## config.mk

```make
export PLATFORM = sky130hd
export DESIGN_NAME = bm_lut_xlate_flat
export DESIGN_NICKNAME = d
export VERILOG_FILES = /design/src/rtl/bm_lut_xlate_if.sv /design/src/rtl/bm_lut_xlate.sv /design/src/flat_wrapper.sv
export SDC_FILE = /design/constraint.sdc
export NUM_CORES = 1
export LEC_CHECK = 0
export ABC_CLOCK_PERIOD_IN_PS = 2350
export BUFFER_PORTS_ARGS = -buffer_cell sky130_fd_sc_hd__buf_2
export CORE_MARGIN = 2
export CORE_UTILIZATION = 42
export DETAILED_ROUTE_END_ITERATION = 8
export PLACE_DENSITY_LB_ADDON = 0.05
export RECOVER_POWER = 25
export REMOVE_ABC_BUFFERS = 1
export SYNTH_ARGS = -nofsm -noshare
export SYNTH_HDL_FRONTEND = slang
export SYNTH_SLANG_ARGS = --single-unit
```

## constraint.sdc

```tcl
create_clock -name clock -period 2.35 [get_ports clock]
set_clock_uncertainty 0.1 [all_clocks]
set_input_delay 0.5875 -clock clock [delete_from_list [all_inputs] [get_ports clock]]
set_output_delay 0.5875 -clock clock [all_outputs]
set_load 0.03 [all_outputs]
```

## src/rtl/bm_lut_xlate_if.sv

```systemverilog
// Request, table-write and result signals of the LUT translator, grouped
// so a requester and the translator share one bundle.
interface bm_lut_xlate_if #(
  parameter int BITS = 4
);
  logic            in_valid;
  logic [BITS-1:0] a_in;
  logic [1:0]      mode;
  logic            wr_en;
  logic [BITS-1:0] wr_addr;
  logic [BITS-1:0] wr_data;
  logic            busy;
  logic            out_valid;
  logic [BITS-1:0] out0;

  modport master (
    output in_valid, a_in, mode, wr_en, wr_addr, wr_data,
    input  busy, out_valid, out0
  );

  modport slave (
    input  in_valid, a_in, mode, wr_en, wr_addr, wr_data,
    output busy, out_valid, out0
  );
endinterface

```

## src/rtl/bm_lut_xlate.sv

```systemverilog
// Two-stage operand translator backed by a 2^BITS-entry table that fills
// itself with ~index after reset, then accepts user writes and lookups.
module bm_lut_xlate #(
  parameter int BITS = 4
) (
  input logic          clock,
  input logic          reset,
  bm_lut_xlate_if.slave bus
);

  typedef enum logic {INIT, RUN} state_t;

  state_t          state, state_nx;
  logic [BITS-1:0] cnt, cnt_nx;
  logic            tbl_we;
  logic [BITS-1:0] tbl_wa, tbl_wd;
  logic [BITS-1:0] tbl [2**BITS];

  logic            s1_valid;
  logic [BITS-1:0] s1_a;
  logic [1:0]      s1_mode;
  logic [BITS-1:0] rd, result;
  logic            accept;

  always_ff @(posedge clock or posedge reset) begin
    if (reset) begin
      state <= INIT;
      cnt   <= '0;
    end else begin
      state <= state_nx;
      cnt   <= cnt_nx;
    end
  end

  // The init walker owns the table write port until the last entry is
  // written; cnt then parks at all-ones instead of wrapping.
  always_comb begin
    state_nx = state;
    cnt_nx   = cnt;
    tbl_we   = 1'b0;
    tbl_wa   = bus.wr_addr;
    tbl_wd   = bus.wr_data;
    case (state)
      INIT: begin
        tbl_we = 1'b1;
        tbl_wa = cnt;
        tbl_wd = ~cnt;
        if (cnt == '1) begin
          state_nx = RUN;
        end else begin
          cnt_nx = cnt + 1'b1;
        end
      end
      RUN: begin
        tbl_we = bus.wr_en;
      end
      default: state_nx = INIT;
    endcase
  end

  assign bus.busy = (state == INIT);
  assign accept   = bus.in_valid && (state == RUN);

  always_ff @(posedge clock) begin
    if (tbl_we) begin
      tbl[tbl_wa] <= tbl_wd;
    end
  end

  always_ff @(posedge clock or posedge reset) begin
    if (reset) begin
      s1_valid <= 1'b0;
      s1_a     <= '0;
      s1_mode  <= '0;
    end else begin
      s1_valid <= accept;
      if (accept) begin
        s1_a    <= bus.a_in;
        s1_mode <= bus.mode;
      end
    end
  end

  // Reading here while the write lands on the same edge yields the old word.
  assign rd = tbl[s1_a];

  always_comb begin
    result = s1_a;
    case (s1_mode)
      2'b00:   result = ~s1_a;
      2'b01:   result = rd;
      2'b10:   result = s1_a;
      default: result = ~rd;
    endcase
  end

  always_ff @(posedge clock or posedge reset) begin
    if (reset) begin
      bus.out_valid <= 1'b0;
      bus.out0      <= '0;
    end else begin
      bus.out_valid <= s1_valid;
      if (s1_valid) begin
        bus.out0 <= result;
      end
    end
  end

endmodule

```

## src/flat_wrapper.sv

```systemverilog
// flat-port wrapper written by rule: the top's interface ports become plain ports
module bm_lut_xlate_flat 
#(
  parameter int BITS = 4
)
  (clock, reset, bus_in_valid, bus_a_in, bus_mode, bus_wr_en, bus_wr_addr, bus_wr_data, bus_busy, bus_out_valid, bus_out0);
  bm_lut_xlate_if #(.BITS(BITS)) bus_i ();
  input logic clock;
  input logic reset;
  input wire logic [$bits(bus_i.in_valid)-1:0] bus_in_valid;
  input wire logic [$bits(bus_i.a_in)-1:0] bus_a_in;
  input wire logic [$bits(bus_i.mode)-1:0] bus_mode;
  input wire logic [$bits(bus_i.wr_en)-1:0] bus_wr_en;
  input wire logic [$bits(bus_i.wr_addr)-1:0] bus_wr_addr;
  input wire logic [$bits(bus_i.wr_data)-1:0] bus_wr_data;
  output wire logic [$bits(bus_i.busy)-1:0] bus_busy;
  output wire logic [$bits(bus_i.out_valid)-1:0] bus_out_valid;
  output wire logic [$bits(bus_i.out0)-1:0] bus_out0;
  assign bus_i.in_valid = bus_in_valid;
  assign bus_i.a_in = bus_a_in;
  assign bus_i.mode = bus_mode;
  assign bus_i.wr_en = bus_wr_en;
  assign bus_i.wr_addr = bus_wr_addr;
  assign bus_i.wr_data = bus_wr_data;
  assign bus_busy = bus_i.busy;
  assign bus_out_valid = bus_i.out_valid;
  assign bus_out0 = bus_i.out0;
  bm_lut_xlate #(.BITS(BITS)) u_core (.clock(clock), .reset(reset), .bus(bus_i));
endmodule
```

# Word-level counts from Yosys, hierarchy flattened
# Memories as Yosys holds them, arrays and structs flattened.
# Cells that the tools add are included.
[word_totals] mem_count=1 ram_bits=64 inputBits=18 wordCells=28 output_inout_bits=6 regBits=17
[op_classes] add_sub_neg=1 n_reduce_logical=3 n_eq_ne=3 mux=8 n_bitwise=5
[mem_list] memory="u_core.tbl" depth=16 word_bits=4 rd=1 rd_ports_with_merged_regs=0 wr=1 line="bm_lut_xlate.sv:17" rtl="logic [BITS-1:0] tbl [2**BITS];"
[op_table] operator="4-bit inverter" n=3
[op_table] operator="4-bit one-hot mux with 3 select lines" n=1
[op_table] operator="4-bit two-way mux" n=2
[op_table] operator="4-bit by 1-bit adder with 4-bit output, second input constant" n=1
[op_table] operator="4-bit equality test, second input constant" n=1
[op_table] operator="1-bit two-way mux" n=4
[op_table] operator="2-bit by 1-bit equality test with 1-bit output, second input constant" n=1
[op_table] operator="2-bit equality test, second input constant" n=1
[op_table] operator="2-bit zero test" n=1
[op_table] operator="1-bit inverter" n=2
[op_table] operator="1-bit one-hot mux with 2 select lines" n=1
[op_table] operator="2-bit AND reduction" n=1
[op_table] operator="1-bit logical AND" n=1

# Logic depth before layout (Yosys ltp)
# Gate-level depths: netlist (run 1).
[depth] word_depth=4 depth_mapped=7 depth_no_buf=5

# Least setup slack after synthesis (run 1)
# OpenSTA, ideal clock, no wires.
[synth_timing] path_type="register -> register" startpoint="reg u_core.s1_a[1]" endpoint="reg u_core.bus.out0[0]" path_stages_with_launch=6 setup_ps=131 required_ps=2119 n_path_buf=0 synth_period_minus_slack_ps=1927 t_arrival_ps=1696 path_slack_ps=423 path_cell_list="dfrtp_1 -> mux4_1 -> or2_0 -> a41oi_1 -> nor2_1 -> or3_1"
[synth_between] elab_chain_len=3
[synth_rtl] item="start, declared" line="bm_lut_xlate.sv:20" rtl="logic [BITS-1:0] s1_a;"
[synth_rtl] item="start signal, assigned" line="bm_lut_xlate.sv:78" rtl="s1_a <= bus.a_in;"
[synth_rtl] item="memory read 16 x 4 bit *"
[synth_rtl] item="4-bit inverter" line="bm_lut_xlate.sv:93" rtl="default: result = ~rd;"
[synth_rtl] item="4-bit one-hot mux with 3 select lines *" line="bm_lut_xlate.sv:89" rtl="case (s1_mode)"
[synth_rtl] item="end signal, assigned" line="bm_lut_xlate.sv:104" rtl="bus.out0 <= result;"
[synth_rtl] item="end, declared" line="bm_lut_xlate_if.sv:23" rtl="output busy, out_valid, out0"
# Mark *: on every way between the ends. The rest lies on a longest branch, timed or not.
# A chain may end at the register's enable or synchronous reset.

# Final worst setup path (run 1)
[layout_timing] startpoint="reg u_core.s1_a[2]" endpoint="reg u_core.bus.out0[0]"
# Same word-level chain as after synthesis.

==> flow_summary.ini, run 1 <==
[worst_setup_path]
end_kind = flop
r2r_setup_slack_ns = 0.24
cp-start-kind = flop
r2r-start = u_core.s1_a[2]
cp_top_family = flip-flops
slowest_delay_ns = 0.69
crit_buf_inv = 0
crit_chain = mux4_1 > or2_0 > a41oi_1 > nor2_1 > or3_1
critPathKind = flop to flop
arrival_ns = 2.25
rr_endpoint = u_core.bus.out0[0]
required_ns = 2.49
slowest_stage = dfrtp_1
r2r_cells = 5
critPathMaxFanout = 12

[routing]
wirelength_um = 7230
drt_pass1_iterations = 4
drc = 0
vias_per_cell = 5.30
wl_per_cell_um = 18.8
drtAntennaViolNets = 0
drt_iter0_drc = 66
vias = 2034

[synth]
synthCells = 240
synth_area_um2 = 3490
async_flop_share_pct = 21.0
ys.flop_type = edfxtp_1
synth-edff-count = 64
avgSynthCellArea_um2 = 14.5
ys_ff_latch = 81
synth.distinct_cells = 36
synth_seq_area_share_pct = 67.3
yosys_warnings = 0

[floorplanning]
start_util_pct = 42.9
core_um2 = 8130
dieArea_um2 = 9050
ios = 24
die_x_um = 95.1
rows = 33
die_h_um = 95.1

[finish]
finish.utilization_pct = 48.4
final_common_cell = edfxtp_1
layout-drive-gt1-share_pct = 22.9
area_growth_pct = 12.8
n_fill_cell = 722
nNetsFinal = 293
final_cell_mix = edfxtp_1 (64), nor2_1 (27), buf_2 (23)
fin_area_um2 = 3930
antenna-diode-count = 0

[timing]
finalSetupTns_ns = 0
rsz0062_at_grt = false
worstMarginPinSlew_ns = 1.08
finalHoldViolCount = 0
min_period_ns = 2.11
finalCritPeriodShare_pct = 89.7
max-slew-margin-rel_pct = 28.3
setup_violations = 0
maxSlewViolCount = 0
timing.fmax_ghz = 0.475

[grt]
grt_remaining_overflow = 0
grt_usage_pct = 18.3
antenna_found_initial = 0
grt_pass1_wl_um = 11600
grt_pass1_vias = 2044
grt_max_degree = 18

[status]
status = complete, no violations

[placement]
postPlaceCellArea_um2 = 3760
dp.final_hpwl_um = 5170
port-buffer-count = 23
gp_congestion = 0.806

[clock_network]
cts_inserted_buffers = 9
cts-root-buf = clkbuf_8
cts_tree = done
clk_latency_ns = 0.36
cts_sinks = 81
path_clk_slew_ns = 0.09
postCtsSetupBuffers = 0
h-tree-depth = 3
cts.path.max_buffers = 2

[min_path]
min_path_cells = 3
hold_path_class = input pin to flop
min_to = u_core.s1_a[0]
worstHoldStart = bus_a_in[0]

[pwr]
vdd_drop_max_mv = 0.235
power.leakage_nw = 1.44
power.density_nw_per_um2 = 741

[flow_run]
max_cap_violations = 0
[Yosys cell counts (2+ instances only)]
| cell type | count | area (µm²) |
|---|---|---|
| o22ai_1 | 2 | 12.5 |
| edfxtp_1 | 64 | 1920 |
| nor2_1 | 27 | 101 |
| nor2b_1 | 7 | 43.8 |
| o21ai_0 | 6 | 30.0 |
| buf_2 | 3 | 15.0 |
| clkbuf_1 | 6 | 22.5 |
| buf_4 | 2 | 15.0 |
| a31oi_1 | 8 | 50.1 |
| mux4_1 | 2 | 52.6 |
| nand2b_1 | 3 | 18.8 |
| a21oi_1 | 9 | 45.0 |
| mux2_2 | 7 | 78.8 |
| mux2i_1 | 20 | 200 |
| xnor2_1 | 2 | 17.5 |
| nor3b_1 | 4 | 30.0 |
| nand2_1 | 15 | 56.3 |
| a211o_1 | 2 | 17.5 |
| nand3_1 | 2 | 10.0 |
| inv_1 | 9 | 33.8 |
| nor3_1 | 3 | 15.0 |
| mux4_2 | 7 | 158 |
| dfrtp_1 | 17 | 425 |
[cells by family after synthesis]
kind of cell | share of synthesized area, %
AOI/OAI and AO/OA | 6.32
DFF | 67.3
buffers and inverters | 2.80
and+or+nand+nor | 8.68
muxes | 14.0
xor gates and xnor gates | 0.502
adders and majority gates | 0.359
[where the power goes]
part / internal [mW] / total (mW) / leakage, nW / switching (mW)
registers: 1.59 / 1.64 / 0.762 / 0.0462
logic: 0.141 / 0.318 / 0.595 / 0.177
clock network: 0.402 / 0.960 / 0.0848 / 0.559
total: 2.13 / 2.91 / 1.44 / 0.782
[metrics by stage]
stage	worst slack (ns)	total power, mW	hold slack (ns)	instances
2_1_floorplan	-0.0886	1.87	0.378	228
3_3_place_gp	0.118	1.99	0.406	368
3_5_place_dp	0.133	1.99	0.408	368
4_1_cts	0.109	2.95	0.134	384
5_1_grt	0.120	3.05	0.337	384
6_report	0.243	2.91	0.343	384
[how the worst max path moves through the flow]
stage / from / end / cells after the start
2_1_floorplan: u_core.s1_a[1] / u_core.bus.out0[0] / 5
4_1_cts: u_core.s1_a[0] / u_core.bus.out0[3] / 4
3_5_place_dp: u_core.s1_a[0] / u_core.bus.out0[3] / 4
3_3_place_gp: u_core.s1_a[0] / u_core.bus.out0[3] / 4
6_report: u_core.s1_a[2] / u_core.bus.out0[0] / 5
5_1_grt: u_core.s1_a[2] / u_core.bus.out0[1] / 5
[sequential cells by signal (all words and copies together), names as in the netlist]
| name | count |
|---|---|
| u_core.cnt | 4 |
| u_core.s1_a | 4 |
| u_core.tbl | 64 |
| u_core.bus.out0 | 4 |
| u_core.s1_valid | 1 |
| u_core.s1_mode | 2 |
| u_core.bus.out_valid | 1 |
| u_core.state | 1 |
[routing by layer]
metal | global-route usage, % | share of wire [%]
met5 | 0 | 0
met4 | 8.45 | 2.3
met3 | 4.58 | 4.6
met2 | 27.3 | 45
met1 | 25.3 | 48
[worst min-delay path, delay by kind of cell]
kind,cells,cell delay (ns)
AO/OA/AOI/OAI,1,0.07
AND/OR/NAND/NOR,1,0.04
buffers and inverters,1,0.08
[what timing repair did]
action,CTS,global route
endpoints found under the setup margin,0,1
hold buffers,0,0
gates resized for setup,0,1
[layout make-up]
type	count	area (µm²)	share of cell area (%)
clock buffer	9	124	3.15
inverter	9	33.8	0.859
tap	105	131	3.34
sequential	81	2350	59.7
timing repair buffer	35	194	4.93
multi-input combinational	138	1040	26.5
clock inverter	7	60.1	1.53
Note: power is estimated with default switching activity, not from simulation.
==> run 2: changes to the inputs <==
- BUFFER_PORTS_ARGS: -buffer_cell sky130_fd_sc_hd__buf_2 -> -buffer_cell sky130_fd_sc_hd__buf_4
- CORE_ASPECT_RATIO: not set -> 1.2
- GPL_TIMING_DRIVEN: not set -> 0
==> run 2 against run 1 <==
Against the previous run: flip-flop and latch count is the same; hold slack worse by 0.082 ns; cell area up 0.32%; via count fell by 2.3%; sequential power hardly changed; global-route usage shrank 1.8 points; register-to-register slack got worse by 0.14 ns; clock power shrank 9.2%; clock-buffer cell count is 2 higher; critical path type unchanged.
==> flow_summary.ini, run 2 (synthesis gave the netlist of run 1 again) <==
[finish]
layout-drive-gt1-share_pct = 22.6
antenna-diode-count = 0
n_fill_cell = 727
largest_reg_flops = 64
final_common_cell = edfxtp_1
regMostFlops = u_core.tbl
final_cell_mix = edfxtp_1 (64), nor2_1 (27), buf_4 (25)
fin_area_um2 = 3950
area_growth_pct = 13.2
nNetsFinal = 288
finalNonFillerCells = 369
finish.utilization_pct = 48.7

[pwr]
power.leakage_nw = 1.43
vdd_drop_max_mv = 0.240
power.density_nw_per_um2 = 721
finalPower_mw = 2.84

[timing]
finalCritPeriodShare_pct = 95.5
setup_violations = 0
finalHoldViolCount = 0
worstMarginPinSlew_ns = 0.746
maxSlewViolCount = 0
min_period_ns = 2.25
setup_slack_ns = 0.105
rsz0062_at_grt = false
max-slew-margin-rel_pct = 50.2
timing.fmax_ghz = 0.445

[floorplanning]
die_x_um = 87.2
start_util_pct = 43.0
dieArea_um2 = 9050
rows = 36
ios = 24
die_h_um = 104
core_um2 = 8110

[worst_setup_path]
arrival_ns = 2.38
critPathMaxFanout = 20
end_kind = flop
r2r-start = u_core.s1_a[2]
cp-start-kind = flop
critPathLaunch = u_core.s1_a[2]
r2r_setup_slack_ns = 0.10
required_ns = 2.49
rr_endpoint = u_core.bus.out0[0]
critPathKind = flop to flop
r2r_cells = 5

[clock_network]
h-tree-depth = 3
clk_latency_ns = 0.35
cts_inserted_buffers = 9
cts.path.max_buffers = 2
path_clk_slew_ns = 0.08
cts-root-buf = clkbuf_8
cts_tree = done
cts_sinks = 81

[grt]
grt_max_degree = 24
grt_pass1_wl_um = 10700
antenna_found_initial = 0
grt_pass1_vias = 1921
grt_remaining_overflow = 0
grt_usage_pct = 16.5

[placement]
dp.final_hpwl_um = 4780
dp_cells = 350
postPlaceCellArea_um2 = 3750
gp_congestion = 0.765
port-buffer-count = 23
dpl_worst_slack_ns = -0.743

[routing]
drc = 0
drt_pass1_iterations = 4
drt_iter0_drc = 150
drtAntennaViolNets = 0
wl_per_cell_um = 18.9
vias = 1987
wirelength_um = 6980
vias_per_cell = 5.38

[flow_run]
max_cap_violations = 0

[min_path]
hold_path_class = input pin to asynchronous set/reset pin

[status]
status = complete, no violations
==> run 2: changes by cell type in the layout (fill, tap and decap cells not counted), moves of 2 or more <==
cell and delta:
buf_2 -23, buf_4 +16, dfrtp_1 -3, inv_6 -3
buf_6 +2, clkinv_2 +2, dfrtp_2 +2, o21ai_0 -2
o21ai_1 +2
==> run 2: cell type report <==
class,count,area (µm²),area share [%]
Clock inverter,5,32.5,0.824
Clock buffer,11,131,3.33
Multi-Input combinational cell,138,1050,26.6
Timing Repair Buffer,30,225,5.71
Tap cell,95,119,3.01
Sequential cell,81,2350,59.7
Inverter,9,33.8,0.856
==> run 2: power by group <==
group | total (mW) | leakage [nW] | switching, mW | internal [mW]
clock network | 0.872 | 0.0753 | 0.492 | 0.380
registers | 1.64 | 0.760 | 0.0541 | 1.59
logic | 0.328 | 0.596 | 0.173 | 0.155
==> run 2: how the worst max path moves through the flow <==
stage                    endpoint  slack (ns)  depth (start not counted)
2_1_floorplan  u_core.bus.out0[0]       -0.09                          5
3_3_place_gp   u_core.bus.out0[0]       -0.72                          5
3_5_place_dp   u_core.bus.out0[0]       -0.74                          5
4_1_cts        u_core.bus.out0[0]        0.03                          5
5_1_grt        u_core.bus.out0[0]       0.007                          5
6_report       u_core.bus.out0[0]        0.10                          5
==> run 2: per-layer routing <==
layer	vias to the layer above	share of wire [%]	global-route usage (%)
met4	0	2.9	9.12
met3	13	2.8	2.87
met5	-	0	0
li1	956	-	-
met1	979	46	22.4
met2	39	49	25.1
==> run 2: metrics by stage <==
step | TNS (ns) | hold slack, ns
floorplan | -0.0886 | 0.378
global placement | -14.87 | 0.407
global route | 0 | 0.322
detailed placement | -1.55 | 0.414
CTS | 0 | 0.273
finish | 0 | 0.260
==> run 2: timing repair <==
action / in CTS / in global routing
buffers inserted: 3 / 0
endpoints found under the hold margin: 0 / 0
gates cloned: 0 / 0
resized for setup: 5 / 1
endpoints found under the setup margin: 5 / 3
hold buffers: 0 / 0
==> run 2: critical path, stage by stage (launching register included) <==
cell     delay [ns]
dfrtp_2        0.70
mux4_1         0.40
or2_0          0.25
a41oi_2        0.26
nor2_1         0.06
or3_1          0.36
==> run 3: changes to the inputs <==
- ABC_CLOCK_PERIOD_IN_PS: 2350 -> 1900
- clock period: 2.35 -> 1.9 ns (I/O delays scaled with it)
==> run 3 against run 2 <==
Against the previous run: the flow now finishes with violations (setup timing); maximum frequency up 6.3%; critical path depth unchanged; sequential power up 24%; hold slack worse by 0.11 ns; combinational power grew 48%; final cell count rose by 2.4%; sequential share of layout area shrank 2.3 points; first-iteration DRC count is 6.0% higher; global-route usage grew 0.65 points; clock-buffer cell count is the same; total power grew 26%; via count is 2.8% higher; critical endpoint unchanged; largest power group unchanged; highest routed layer unchanged.
==> flow_summary.ini, run 3 (synthesis gave the netlist of run 1 again) <==
[timing]
finalHoldViolCount = 0
max-slew-margin-rel_pct = 49.1
setup_violations = 24
maxSlewViolCount = 0
setup_slack_ns = -0.212
finalCritPeriodShare_pct = 111
timing.fmax_ghz = 0.474
min_period_ns = 2.11
worstMarginPinSlew_ns = 0.763
rsz0062_at_grt = true

[worst_setup_path]
r2r_setup_slack_ns = -0.21
crit_chain = mux4_2 > or2_1 > a41oi_2 > nor2_1 > or3_1
slowest_stage = mux4_2
critPathMaxFanout = 3
crit_buf_inv = 0
cp_top_family = simple AND/OR/NAND/NOR gates
r2r-start = u_core.s1_a[1]
path_depth = 5
end_kind = flop
critPathKind = flop to flop
cp-start-kind = flop
rr_endpoint = u_core.bus.out0[0]
r2r_cells = 5
required_ns = 2.04
arrival_ns = 2.25
slowest_delay_ns = 0.52

[floorplanning]
die_h_um = 104
die_x_um = 87.2
ios = 24
start_util_pct = 43.0
core_um2 = 8110
dieArea_um2 = 9050
rows = 36

[routing]
vias_per_cell = 5.40
wirelength_um = 7390
drc = 0
wl_per_cell_um = 19.5
drt_pass1_iterations = 4
vias = 2042
drt_iter0_drc = 159
drtAntennaViolNets = 0

[status]
status = complete, but fails checks
violations = setup timing

[clock_network]
h-tree-depth = 3
cts_tree = done
path_clk_slew_ns = 0.08
cts_inserted_buffers = 9
cts-root-buf = clkbuf_8
cts.path.max_buffers = 2
clk_latency_ns = 0.36
cts_hold_buf = 0
cts_sinks = 81

[grt]
antenna_found_initial = 0
grt_usage_pct = 17.2
grt_pass1_wl_um = 11100
grt_remaining_overflow = 0
grt_max_degree = 24
grt_pass1_vias = 1962

[placement]
port-buffer-count = 23
postPlaceCellArea_um2 = 3750
gp_congestion = 0.765
dp.final_hpwl_um = 4780

[finish]
final_common_cell = edfxtp_1
final_cell_mix = edfxtp_1 (64), buf_4 (30), mux2i_1 (18), nor2_1 (18), nand2_1 (15)
antenna-diode-count = 0
nNetsFinal = 297
n_fill_cell = 715
regMostFlops = u_core.tbl
area_growth_pct = 17.8
largest_reg_flops = 64
fin_area_um2 = 4110
layout-drive-gt1-share_pct = 31.1

[pwr]
pwr-share-seq_pct = 56.4
intPower_mw = 2.67
finalPower_mw = 3.59
pwr-share-clk_pct = 30.1
power.leakage_nw = 1.48
power_switching_mw = 0.920
power.density_nw_per_um2 = 874
combPwrFrac_pct = 13.5
p_sw_share_pct = 25.6
vdd_drop_max_mv = 0.291

[flow_run]
max_cap_violations = 0

[min_path]
hold_path_class = input pin to asynchronous set/reset pin
## run 3: final cells by class
cell class              instances  area (µm²)  share of cell area (%)
multi-input cells             138        1110                    27.1
clock inverters                 5        32.5                   0.792
clock buffers                  11         131                    3.20
well taps                      95         119                    2.89
inverters                       9        33.8                   0.822
repair buffers                 39         320                    7.80
flip-flops and latches         81        2360                    57.4
## run 3: through the flow
step           std cells  utilization [%]  TNS [ns]  hold slack, ns  worst slack, ns
4_1_cts              375             49.9    -0.637           0.161           -0.225
5_1_grt              378             50.7     -8.05           0.210           -0.268
2_1_floorplan        228                -     -2.27           0.301           -0.539
6_report             378             50.7    -0.930           0.155           -0.212
3_3_place_gp         346             45.8    -59.91           0.407            -1.17
3_5_place_dp         350             46.2    -19.20           0.414            -1.19
## run 3: worst max path at each step
stage                               from                 end
final                     u_core.s1_a[1]  u_core.bus.out0[0]
after global routing      u_core.s1_a[1]  u_core.bus.out0[0]
after CTS                 u_core.s1_a[1]  u_core.bus.out0[0]
after detailed placement  u_core.s1_a[1]  u_core.bus.out0[0]
after global placement    u_core.s1_a[1]  u_core.bus.out0[0]
after floorplan           u_core.s1_a[1]  u_core.bus.out0[0]
## run 3: worst reg2reg max path, stage by stage, from the launching register on
cell,delay (ns)
dfrtp_4,0.45
mux4_2,0.52
or2_1,0.24
a41oi_2,0.27
nor2_1,0.06
or3_1,0.36
## run 3: power groups by stage
stage,clock [mW],sequential [mW],combinational [mW]
finish,1.08,2.03,0.484
floorplan,0,2.11,0.206
global route,1.19,2.04,0.519
global placement,0,2.09,0.369
CTS,1.12,2.03,0.473
detailed placement,0,2.09,0.379
## run 3: what timing repair did
item / in CTS / in global routing
endpoints found under the setup margin: 65 / 41
endpoints found under the hold margin: 0 / 0
gates resized for setup: 21 / 14
setup buffers: 9 / 3
pin swaps: 5 / 4
## run 3: metal layers
metal	wire length, µm	track usage (%)	up-vias
met5	0	0	-
met4	220	9.12	0
met3	198	2.87	13
met2	3550	26.0	39
met1	3420	23.6	1017
li1	-	-	973
